**config.mk**
```make
export PLATFORM = sky130hd
export DESIGN_NAME = sd_lane_deserializer
export DESIGN_NICKNAME = d
export VERILOG_FILES = /design/src/rtl/sd_deser_pkg.sv /design/src/rtl/sd_crc16_lane.sv /design/src/rtl/sd_lane_deserializer.sv
export SDC_FILE = /design/constraint.sdc
export NUM_CORES = 1
export LEC_CHECK = 0
export ABC_AREA = 1
export CAP_MARGIN = 20
export CORE_MARGIN = 2
export CORE_UTILIZATION = 50
export CTS_CLUSTER_DIAMETER = 60
export CTS_CLUSTER_SIZE = 16
export DETAILED_ROUTE_END_ITERATION = 16
export GPL_TIMING_DRIVEN = 0
export HOLD_SLACK_MARGIN = 0.02
export PLACE_DENSITY = 0.73
export SYNTH_ARGS = -nofsm -noshare
export SYNTH_HDL_FRONTEND = slang
export SYNTH_HIERARCHICAL = 1
export SYNTH_SLANG_ARGS = --single-unit
```
**constraint.sdc**
```tcl
create_clock -name clk -period 2.1 [get_ports clk]
set_input_delay 0.42 -clock clk [delete_from_list [all_inputs] [get_ports clk]]
set_output_delay 0.42 -clock clk [all_outputs]
set_load 0.03 [all_outputs]
```
**src/rtl/sd_deser_pkg.sv**
```systemverilog
// sd_deser_pkg: shared state encoding and CRC16 helpers for the SD lane deserializer.
`default_nettype none

package sd_deser_pkg;

    typedef enum logic [2:0] {
        IDLE       = 3'd0,
        WAIT_START = 3'd1,
        SHIFT      = 3'd2,
        CRC        = 3'd3,
        STOP       = 3'd4
    } state_e;

    localparam logic [15:0] CRC16_POLY = 16'h1021;
    localparam int          CRC_BEATS  = 16;

    function automatic logic [15:0] crc16_step(input logic [15:0] crc, input logic din);
        logic fb;
        fb = crc[15] ^ din;
        return {crc[14:0], 1'b0} ^ (fb ? CRC16_POLY : 16'h0000);
    endfunction

endpackage

`default_nettype wire

```
**src/rtl/sd_crc16_lane.sv**
```systemverilog
// sd_crc16_lane: serial CRC16 (x^16+x^12+x^5+1, seed 0) for a single SD data line.
`default_nettype none

module sd_crc16_lane
    import sd_deser_pkg::*;
(
    input  logic        clk,
    input  logic        rst_n,
    input  logic        clear_i,
    input  logic        en_i,
    input  logic        bit_i,
    output logic [15:0] crc_o
);

    logic [15:0] crc_q;

    always_ff @(posedge clk or negedge rst_n) begin
        if (!rst_n) begin
            crc_q <= '0;
        end else if (clear_i) begin
            crc_q <= '0;
        end else if (en_i) begin
            crc_q <= crc16_step(crc_q, bit_i);
        end
    end

    assign crc_o = crc_q;

endmodule

`default_nettype wire

```
**src/rtl/sd_lane_deserializer.sv**
```systemverilog
// sd_lane_deserializer: multi-lane SD DAT receive deserializer with valid/ready word output.
// Optional per-lane CRC16 check enabled by defining SD_DESER_CRC_CHECK_EN.
`default_nettype none

module sd_lane_deserializer
    import sd_deser_pkg::*;
#(
    parameter int LANES     = 4,
    parameter int WORD_W    = 8,
    parameter int CNT_W     = 10,
    parameter int TIMEOUT_W = 16
) (
    input  logic                 clk,
    input  logic                 rst_n,
    input  logic                 enable_i,
    input  logic                 arm_i,
    input  logic [CNT_W-1:0]     frame_words_i,
    input  logic [TIMEOUT_W-1:0] timeout_i,
    input  logic [LANES-1:0]     in_i,
    output logic [WORD_W-1:0]    data_out_o,
    output logic                 data_valid_o,
    input  logic                 data_ready_i,
    output logic                 busy_o,
    output logic                 done_o,
    output logic                 err_overrun_o,
    output logic                 err_stop_o,
`ifdef SD_DESER_CRC_CHECK_EN
    output logic                 crc_err_o,
`endif
    output logic                 err_timeout_o
);

    localparam int BEATS  = WORD_W / LANES;
    localparam int BCNT_W = (BEATS > 1) ? $clog2(BEATS) : 1;

    state_e               state_q, state_d;
    logic [WORD_W-1:0]    sr_q, sr_d;
    logic [WORD_W-1:0]    dout_q, dout_d;
    logic                 valid_q, valid_d;
    logic                 done_q, done_d;
    logic                 ovr_q, ovr_d;
    logic                 stp_q, stp_d;
    logic                 tmo_q, tmo_d;
    logic [BCNT_W-1:0]    bcnt_q, bcnt_d;
    logic [CNT_W-1:0]     wcnt_q, wcnt_d;
    logic [CNT_W-1:0]     fw_q, fw_d;
    // Start-bit timeout counter; also counts CRC beats when the CRC check is built in.
    logic [TIMEOUT_W-1:0] tmr_q, tmr_d;
    logic [TIMEOUT_W-1:0] to_q, to_d;
    logic [WORD_W-1:0]    word_c;

`ifdef SD_DESER_CRC_CHECK_EN
    logic             crc_err_q, crc_err_d;
    logic             crc_clr, crc_en;
    logic [LANES-1:0] crc_bad;

    for (genvar g = 0; g < LANES; g++) begin : g_crc_lane
        logic [15:0] lane_crc;
        sd_crc16_lane u_crc (
            .clk     (clk),
            .rst_n   (rst_n),
            .clear_i (crc_clr),
            .en_i    (crc_en),
            .bit_i   (in_i[g]),
            .crc_o   (lane_crc)
        );
        // Feeding the received CRC through the same divider leaves zero on a match.
        assign crc_bad[g] = |lane_crc;
    end

    assign crc_err_o = crc_err_q;
`endif

    assign word_c = WORD_W'({sr_q, in_i});

    always_comb begin
        state_d = state_q;
        sr_d    = sr_q;
        dout_d  = dout_q;
        valid_d = valid_q;
        done_d  = 1'b0;
        ovr_d   = ovr_q;
        stp_d   = stp_q;
        tmo_d   = tmo_q;
        bcnt_d  = bcnt_q;
        wcnt_d  = wcnt_q;
        fw_d    = fw_q;
        tmr_d   = tmr_q;
        to_d    = to_q;
`ifdef SD_DESER_CRC_CHECK_EN
        crc_err_d = crc_err_q;
        crc_clr   = 1'b0;
        crc_en    = 1'b0;
`endif
        if (enable_i) begin
            if (valid_q && data_ready_i) begin
                valid_d = 1'b0;
            end
            case (state_q)
                IDLE: begin
                    if (arm_i) begin
                        fw_d    = frame_words_i;
                        to_d    = timeout_i;
                        ovr_d   = 1'b0;
                        stp_d   = 1'b0;
                        tmo_d   = 1'b0;
                        tmr_d   = '0;
                        bcnt_d  = '0;
                        wcnt_d  = '0;
                        state_d = WAIT_START;
`ifdef SD_DESER_CRC_CHECK_EN
                        crc_err_d = 1'b0;
                        crc_clr   = 1'b1;
`endif
                    end
                end
                WAIT_START: begin
                    if (in_i == '0) begin
                        state_d = SHIFT;
                    end else if (tmr_q + 1'b1 == to_q) begin
                        tmo_d   = 1'b1;
                        done_d  = 1'b1;
                        state_d = IDLE;
                    end else begin
                        tmr_d = tmr_q + 1'b1;
                    end
                end
                SHIFT: begin
                    sr_d   = word_c;
                    bcnt_d = bcnt_q + 1'b1;
`ifdef SD_DESER_CRC_CHECK_EN
                    crc_en = 1'b1;
`endif
                    if (bcnt_q == BCNT_W'(BEATS - 1)) begin
                        bcnt_d  = '0;
                        dout_d  = word_c;
                        valid_d = 1'b1;
                        if (valid_q && !data_ready_i) begin
                            ovr_d = 1'b1;
                        end
                        if (wcnt_q == fw_q) begin
                            tmr_d = '0;
`ifdef SD_DESER_CRC_CHECK_EN
                            state_d = CRC;
`else
                            state_d = STOP;
`endif
                        end else begin
                            wcnt_d = wcnt_q + 1'b1;
                        end
                    end
                end
`ifdef SD_DESER_CRC_CHECK_EN
                CRC: begin
                    crc_en = 1'b1;
                    tmr_d  = tmr_q + 1'b1;
                    if (tmr_q == TIMEOUT_W'(CRC_BEATS - 1)) begin
                        state_d = STOP;
                    end
                end
`endif
                STOP: begin
                    if (in_i != '1) begin
                        stp_d = 1'b1;
                    end
`ifdef SD_DESER_CRC_CHECK_EN
                    crc_err_d = |crc_bad;
`endif
                    done_d  = 1'b1;
                    state_d = IDLE;
                end
                default: state_d = IDLE;
            endcase
        end
    end

    always_ff @(posedge clk or negedge rst_n) begin
        if (!rst_n) begin
            state_q <= IDLE;
            sr_q    <= '0;
            dout_q  <= '0;
            valid_q <= 1'b0;
            done_q  <= 1'b0;
            ovr_q   <= 1'b0;
            stp_q   <= 1'b0;
            tmo_q   <= 1'b0;
            bcnt_q  <= '0;
            wcnt_q  <= '0;
            fw_q    <= '0;
            tmr_q   <= '0;
            to_q    <= '0;
        end else begin
            state_q <= state_d;
            sr_q    <= sr_d;
            dout_q  <= dout_d;
            valid_q <= valid_d;
            done_q  <= done_d;
            ovr_q   <= ovr_d;
            stp_q   <= stp_d;
            tmo_q   <= tmo_d;
            bcnt_q  <= bcnt_d;
            wcnt_q  <= wcnt_d;
            fw_q    <= fw_d;
            tmr_q   <= tmr_d;
            to_q    <= to_d;
        end
    end

`ifdef SD_DESER_CRC_CHECK_EN
    always_ff @(posedge clk or negedge rst_n) begin
        if (!rst_n) begin
            crc_err_q <= 1'b0;
        end else begin
            crc_err_q <= crc_err_d;
        end
    end
`endif

    assign data_out_o    = dout_q;
    assign data_valid_o  = valid_q;
    assign busy_o        = (state_q != IDLE);
    assign done_o        = done_q;
    assign err_overrun_o = ovr_q;
    assign err_stop_o    = stp_q;
    assign err_timeout_o = tmo_q;

endmodule

`default_nettype wire

```
==> metrics, run 1 <==
status finished with violations; failing checks negative setup slack; Synth top area share 45.55%; CTS tree done; Req. time, crit path 2.33 ns; top_reg_cell synth dfrtp_1; final core occ 70.72%; Post-DRT Antenna Nets 0; setup TNS -2.569 ns; R2R setup slack -0.17 ns; register bit total from synthesis 73; Top Metal Used met4; I/O Buffers 48; fillers 609; I/O pin total 49; crit start category register; reg-to-reg endpoint tmr_q[2]$_DFFE_PN0P_; row count 32; Comb power frac 45.1%; Sw Ratio 39.63%; Residual DRC 0; EDFF count, synth 0; peak supply drop 0.4716 mV; full die area 8753 µm²; Mapped Avg Cell Area 7.524 µm²; drt pass-1 iters 5; max frequency 439.9 MHz; Max Cap Viol 0; gr usage total 25.12%; XOR/XNOR share of the synthesized area 4.087%; worst-margin pin slew 0.5464 ns; total power 0.005821 W; fin crit share 108.2%; post-synthesis cell type count 35; CTS sink count 73; Synth Area in Compound Gates 5.772%; clk buf depth 2; Synth area leader dfrtp_1; TritonCTS Buffers 9; Final nets 668; largest net degree at the start of global routing 60; first-pass GRT wire length 17,310 µm; Leak Pwr 2.565 nW; layout cells sized above 1 20.60%; Worst Slack Setup Final -0.1732 ns; Reg power frac 35.7%; vias in the first global route 3,759; Area after DPL 4643 µm²; DRT met1 WL 4515 µm; Synth Net Count 570; Starting Density 51.63%; clock slew at reported path FFs 0.08 ns; Fin. Hold Viols 0; fin crit period 2.273 ns; initial antenna violation count 0; Internal Power 0.003514 W; arrival time at the worst endpoint 2.51 ns; via/cell ratio 5.207; most common cell in the synthesized netlist nand2_1; CP Capture Type register; largest family of logic cells by synthesized area simple AND/OR/NAND/NOR gates; Slew Viols, Final 0; asr flop ratio synth 100.0%; Final Wtd Congestion 0.9263; final wirelength 10,620 µm; Mapped Cells 533; switching power 0.002307 W; Core Region 7767 µm²; post-synthesis adder-cell area fraction 0.6240%; Max transition margin 63.57%; sequential share of the synthesized area 45.55%; Die Width 93.56 µm; mux contribution to synthesized area 1.123%; RSZ-0062 raised after global routing true; First DRT Iteration DRCs 279; Hold/Removal Path Class in2async; H-Tree Depth 3; Clk Latency, worst-skew pair 0.35 ns; PwrDens 1060 nW/µm²; Clk pwr share 19.2%; WL met2 5338 µm; Synth warnings 6; R2R depth 16; Crit Path Max Fanout 6; Reg2Reg Launch Point tmr_q[0]$_DFFE_PN0P_; Root Driver clkbuf_8; detailed placement HPWL 6877 µm; design area 5493 µm²; vias 3,843; final setup violation count 21; WL met3 493 µm; Die Y 93.56 µm; Synth Area in Simple Gates 36.26%; top area cells in the synthesized netlist dfrtp_1 (46%), nand2_1 (18%), nand3_1 (6.4%); Layout area overhead 36.97%; Syn Std Cell Area 4010 µm²; Synth top cells by count nand2_1 (193), dfrtp_1 (73), nand3_1 (51); Setup Skew 0.009275 ns; drt wl/cell 14.39 µm; critical path class reg2reg; antenna cells 0; grt ovf 0
per-layer routing:
layer	vias up	GRT usage, %
met2	112	42.33
li1	1899	-
met3	30	3.707
met4	0	10.02
met5	-	0
met1	1802	32.60
power groups by stage:
stage	Clock (W)	Combinational, W	Sequential, W
after floorplan	0	0.00121	0.00212
after global placement	0	0.00186	0.00206
after detailed placement	0	0.00190	0.00207
after CTS	0.00113	0.00231	0.00207
after global routing	0.00119	0.00287	0.00213
final	0.00112	0.00262	0.00208
cell families after synthesis:
family                   Yosys count
multiplexers                       4
XOR/XNOR                          17
flip-flops                        73
adder cells (fa/ha/maj)            2
AO/OA/AOI/OAI                     40
AND/OR/NAND/NOR                  333
buffers and inverters             64
per-stage QoR:
stage          hold WS [ns]  worst slack, ns  cells
2_1_floorplan        0.1244           0.1190    533
3_3_place_gp         0.4642           -1.944    683
3_5_place_dp         0.2995          -0.4793    684
4_1_cts              0.4655         -0.02543    726
5_1_grt              0.4848          -0.2361    738
6_report             0.4635          -0.1732    738
critical path: stages (launching register included):
cell	delay, ns
dfrtp_1	0.41
ha_4	0.18
nand2_4	0.06
nor2_4	0.21
buf_6	0.14
nand4_1	0.16
nand3b_1	0.16
nand2_1	0.09
nand3_2	0.08
nor2_4	0.05
nand2_2	0.08
nand2_4	0.07
nand2_8	0.14
nand2_8	0.08
buf_6	0.13
nand2_1	0.05
nand2_1	0.06
cell type report:
class                           count  area, µm²  share of cell area (%)
Clock inverter                      5      55.05                   1.002
Inverter                           52      197.7                   3.599
Tap cell                          102      127.6                   2.323
Clock buffer                       11      141.4                   2.574
Multi-Input combinational cell    396       2158                   39.29
Sequential cell                    73       1829                   33.30
Timing Repair Buffer               87      875.8                   15.95
Buffer                             12      107.6                   1.959
cell usage in the layout (no fill, tap or decap), types with 3 or more instances in the layout:
cell type,netlist,layout
inv_1,46,45
clkdlybuf4s50_1,0,46
xnor2_1,6,6
nand2_1,193,177
dfrtp_1,73,71
o31ai_1,5,5
mux2_2,3,3
xor2_1,10,10
inv_2,5,5
o21bai_1,3,3
nand4_1,12,12
nor3_1,5,5
nand2_2,2,13
clkbuf_8,0,10
nor2_1,47,40
buf_6,1,10
buf_12,0,3
buf_4,3,30
nand3_2,0,11
nand3b_1,5,5
nor2_4,3,10
nor2_2,7,7
nand2_4,3,6
o21ai_0,25,24
nand3_1,51,39
sequential cells by signal, indices dropped and copies added (netlist names):
name	flops
data_out_o	8
wcnt_q	10
tmr_q	16
data_valid_o	1
bcnt_q	1
to_q	16
err_overrun_o	1
fw_q	10
done_o	1
sr_q	4
state_q	3
err_timeout_o	1
err_stop_o	1
worst max path at each step:
stage	to	slack [ns]	from
after detailed placement	to_q[14]$_DFFE_PN0P_	-0.48	enable_i
after global routing	tmr_q[8]$_DFFE_PN0P_	-0.24	tmr_q[0]$_DFFE_PN0P_
after CTS	tmr_q[8]$_DFFE_PN0P_	-0.03	tmr_q[1]$_DFFE_PN0P_
final	tmr_q[2]$_DFFE_PN0P_	-0.17	tmr_q[0]$_DFFE_PN0P_
after floorplan	tmr_q[10]$_DFFE_PN0P_	0.12	state_q[2]$_DFFE_PN0P_
after global placement	data_out_o[6]$_DFFE_PN0P_	-1.94	rst_n
repair_timing:
item,4_1_cts,5_1_grt
hold endpoints to repair,14,0
cloned,2,0
gates resized for setup,52,36
buffers inserted,23,12
hold buffers,1,0
setup endpoints to repair,51,59
pin swaps,22,23
Note: power is estimated with default switching activity, not from simulation.
==> run 2, diff against run 1 <==
--- a/config.mk
+++ b/config.mk
@@ -15,6 +15,7 @@
 export GPL_TIMING_DRIVEN = 0
 export HOLD_SLACK_MARGIN = 0.02
 export PLACE_DENSITY = 0.73
+export REMOVE_ABC_BUFFERS = 1
 export SYNTH_ARGS = -nofsm -noshare
 export SYNTH_HDL_FRONTEND = slang
 export SYNTH_HIERARCHICAL = 1
==> metrics, run 2 (synthesis results as in run 1) <==
CTS sink count 73 (unchanged); critical path class reg2reg (unchanged); setup TNS -2.377 ns (was -2.569 ns); final wirelength 11,220 µm (was 10,620 µm); antenna cells 0 (unchanged); clk buf depth 2 (unchanged); vias 3,874 (was 3,843); top flop regs tmr_q x16, to_q x16 (unchanged); Hold/Removal Path Class in2async (unchanged); clock slew at reported path FFs 0.08 ns (about the same); grt ovf 0 (unchanged); Max Cap Viol 0 (unchanged); vias in the first global route 3,752 (was 3,759); status finished with violations (unchanged); design area 5399 µm² (was 5493 µm²); Starting Density 51.63% (unchanged); initial antenna violation count 0 (unchanged); full die area 8753 µm² (unchanged); row count 32 (unchanged); arrival time at the worst endpoint 2.55 ns (was 2.51 ns); Post-DRT Antenna Nets 0 (unchanged); Die Width 93.56 µm (unchanged); placed cells 673 (was 684); Leak Pwr 2.521 nW (was 2.565 nW); via/cell ratio 5.336 (was 5.207); largest net degree at the start of global routing 58 (was 60); Die Y 93.56 µm (unchanged); Setup Skew 0.007711 ns (was 0.009275 ns); First DRT Iteration DRCs 263 (was 279); first-pass GRT wire length 17,540 µm (was 17,310 µm); CTS tree done (unchanged); most frequent cells in the layout nand2_1 (174), dfrtp_1 (70), inv_1 (46), clkdlybuf4s50_1 (46), nand3_1 (44) (was nand2_1 (177), dfrtp_1 (71), clkdlybuf4s50_1 (46), inv_1 (45), nor2_1 (40)); Layout area overhead 34.63% (was 36.97%); max frequency 442.9 MHz (was 439.9 MHz); Final nets 657 (was 668); gr usage total 25.86% (was 25.12%); I/O Buffers 48 (unchanged); Worst Slack Setup Final -0.1580 ns (was -0.1732 ns); I/O pin total 49 (unchanged); PwrDens 1063 nW/µm² (was 1060 nW/µm²); detailed placement HPWL 6265 µm (was 6877 µm); final setup violation count 20 (was 21); failing checks negative setup slack (unchanged); Area after DPL 4591 µm² (was 4643 µm²); Root Driver clkbuf_8 (unchanged); peak supply drop 0.7027 mV (was 0.4716 mV); fin crit share 107.5% (was 108.2%); dpl ws -1.095 ns (was -0.4793 ns); crit start category register (unchanged); Fin. Hold Viols 0 (unchanged); H-Tree Depth 3 (unchanged); CP Capture Type register (unchanged); Core Region 7767 µm² (unchanged); fin crit period 2.258 ns (was 2.273 ns); layout cells sized above 1 18.75% (was 20.60%); Max transition margin 71.52% (was 63.57%); worst-margin pin slew 0.4228 ns (was 0.5464 ns); Req. time, crit path 2.39 ns (was 2.33 ns); drt pass-1 iters 5 (unchanged); Crit Path Max Fanout 8 (was 6); Slew Viols, Final 0 (unchanged); total power 0.005737 W (was 0.005821 W); Final Wtd Congestion 0.8718 (was 0.9263); post-route insts no fill 726 (was 738); drt wl/cell 15.46 µm (was 14.39 µm); most common cell after layout, fill and taps aside nand2_1 (unchanged); RSZ-0062 raised after global routing true (unchanged); Clk Latency, worst-skew pair 0.35 ns (about the same); Residual DRC 0 (unchanged); TritonCTS Buffers 9 (unchanged)
==> run 2: cell count changes in the layout (fill, tap and decap cells not counted), moves of 2 or more <==
| cell | delta |
|---|---|
| nor2_1 | +2 |
| buf_6 | -7 |
| buf_4 | -5 |
| nand3_2 | -5 |
| nor2_4 | +2 |
| nor2_2 | -2 |
| clkbuf_16 | +2 |
| clkbuf_1 | -2 |
| nand2_1 | -3 |
| nand3_1 | +5 |
| nand2_2 | +4 |
==> run 2: layout make-up <==
cell class                      count  area, µm²
Timing Repair Buffer               83      853.3
Multi-Input combinational cell    401       2192
Tap cell                          102      127.6
Sequential cell                    73       1831
Clock buffer                       10      137.6
Fill cell                         624       2369
Inverter                           52      201.4
Clock inverter                      5      56.30
==> run 2: repair_timing <==
action / in CTS / in global routing
setup endpoints to repair: 63 / 54
resized for setup: 42 / 23
cloned: 5 / 2
endpoints found under the hold margin: 16 / 0
buffers inserted: 16 / 14
pin swaps: 20 / 18
hold buffers: 1 / 0
==> run 2: metal layers <==
layer / vias to the layer above / share of wire, % / GRT usage (%)
met1: 1825 / 43 / 32.74
met2: 128 / 50 / 44.90
met3: 27 / 4.9 / 4.512
met5: - / 0 / 0
met4: 0 / 2.5 / 8.454
li1: 1894 / - / -
==> run 2: final timing paths <==
check | from | end | slack (ns) | cells after the start
setup reg to reg | tmr_q[0]$_DFFE_PN0P_ | tmr_q[12]$_DFFE_PN0P_ | -0.16 | 15
hold reg to reg | data_out_o[7]$_DFFE_PN0P_ | data_out_o[7]$_DFFE_PN0P_ | 0.49 | 2
setup / recovery | tmr_q[0]$_DFFE_PN0P_ | tmr_q[12]$_DFFE_PN0P_ | -0.16 | 15
hold / removal | rst_n | data_out_o[4]$_DFFE_PN0P_ | 0.47 | 2
min in group clk | data_out_o[7]$_DFFE_PN0P_ | data_out_o[7]$_DFFE_PN0P_ | 0.49 | 2
max in group asynchronous | rst_n | state_q[1]$_DFFE_PN0P_ | 1.07 | 3
==> run 2: power breakdown <==
group / switching, W / internal (W)
clock network: 0.000532 / 0.000572
registers: 0.000283 / 0.00179
logic: 0.00153 / 0.00103
==> run 2: critical path, stage by stage (launching register included) <==
cell and delay (ns):
dfrtp_2 0.44, ha_4 0.18, nand2_4 0.06, nor2_4 0.21, nand3_2 0.13, nand2_1 0.09
nand3_1 0.07, nand2_1 0.10, nand3_2 0.11, nor2_4 0.15, nand2_2 0.10, nand2_4 0.16
nand2_8 0.12, nand2_8 0.14, nand2_2 0.06, nand2_2 0.06
==> run 2: through the flow <==
stage | hold slack [ns] | utilization (%)
after floorplan | 0.1244 | -
after global placement | 0.4605 | 58.57
after detailed placement | 0.3092 | 59.10
after CTS | 0.4774 | 66.40
after global routing | 0.4841 | 69.51
final | 0.4738 | 69.51
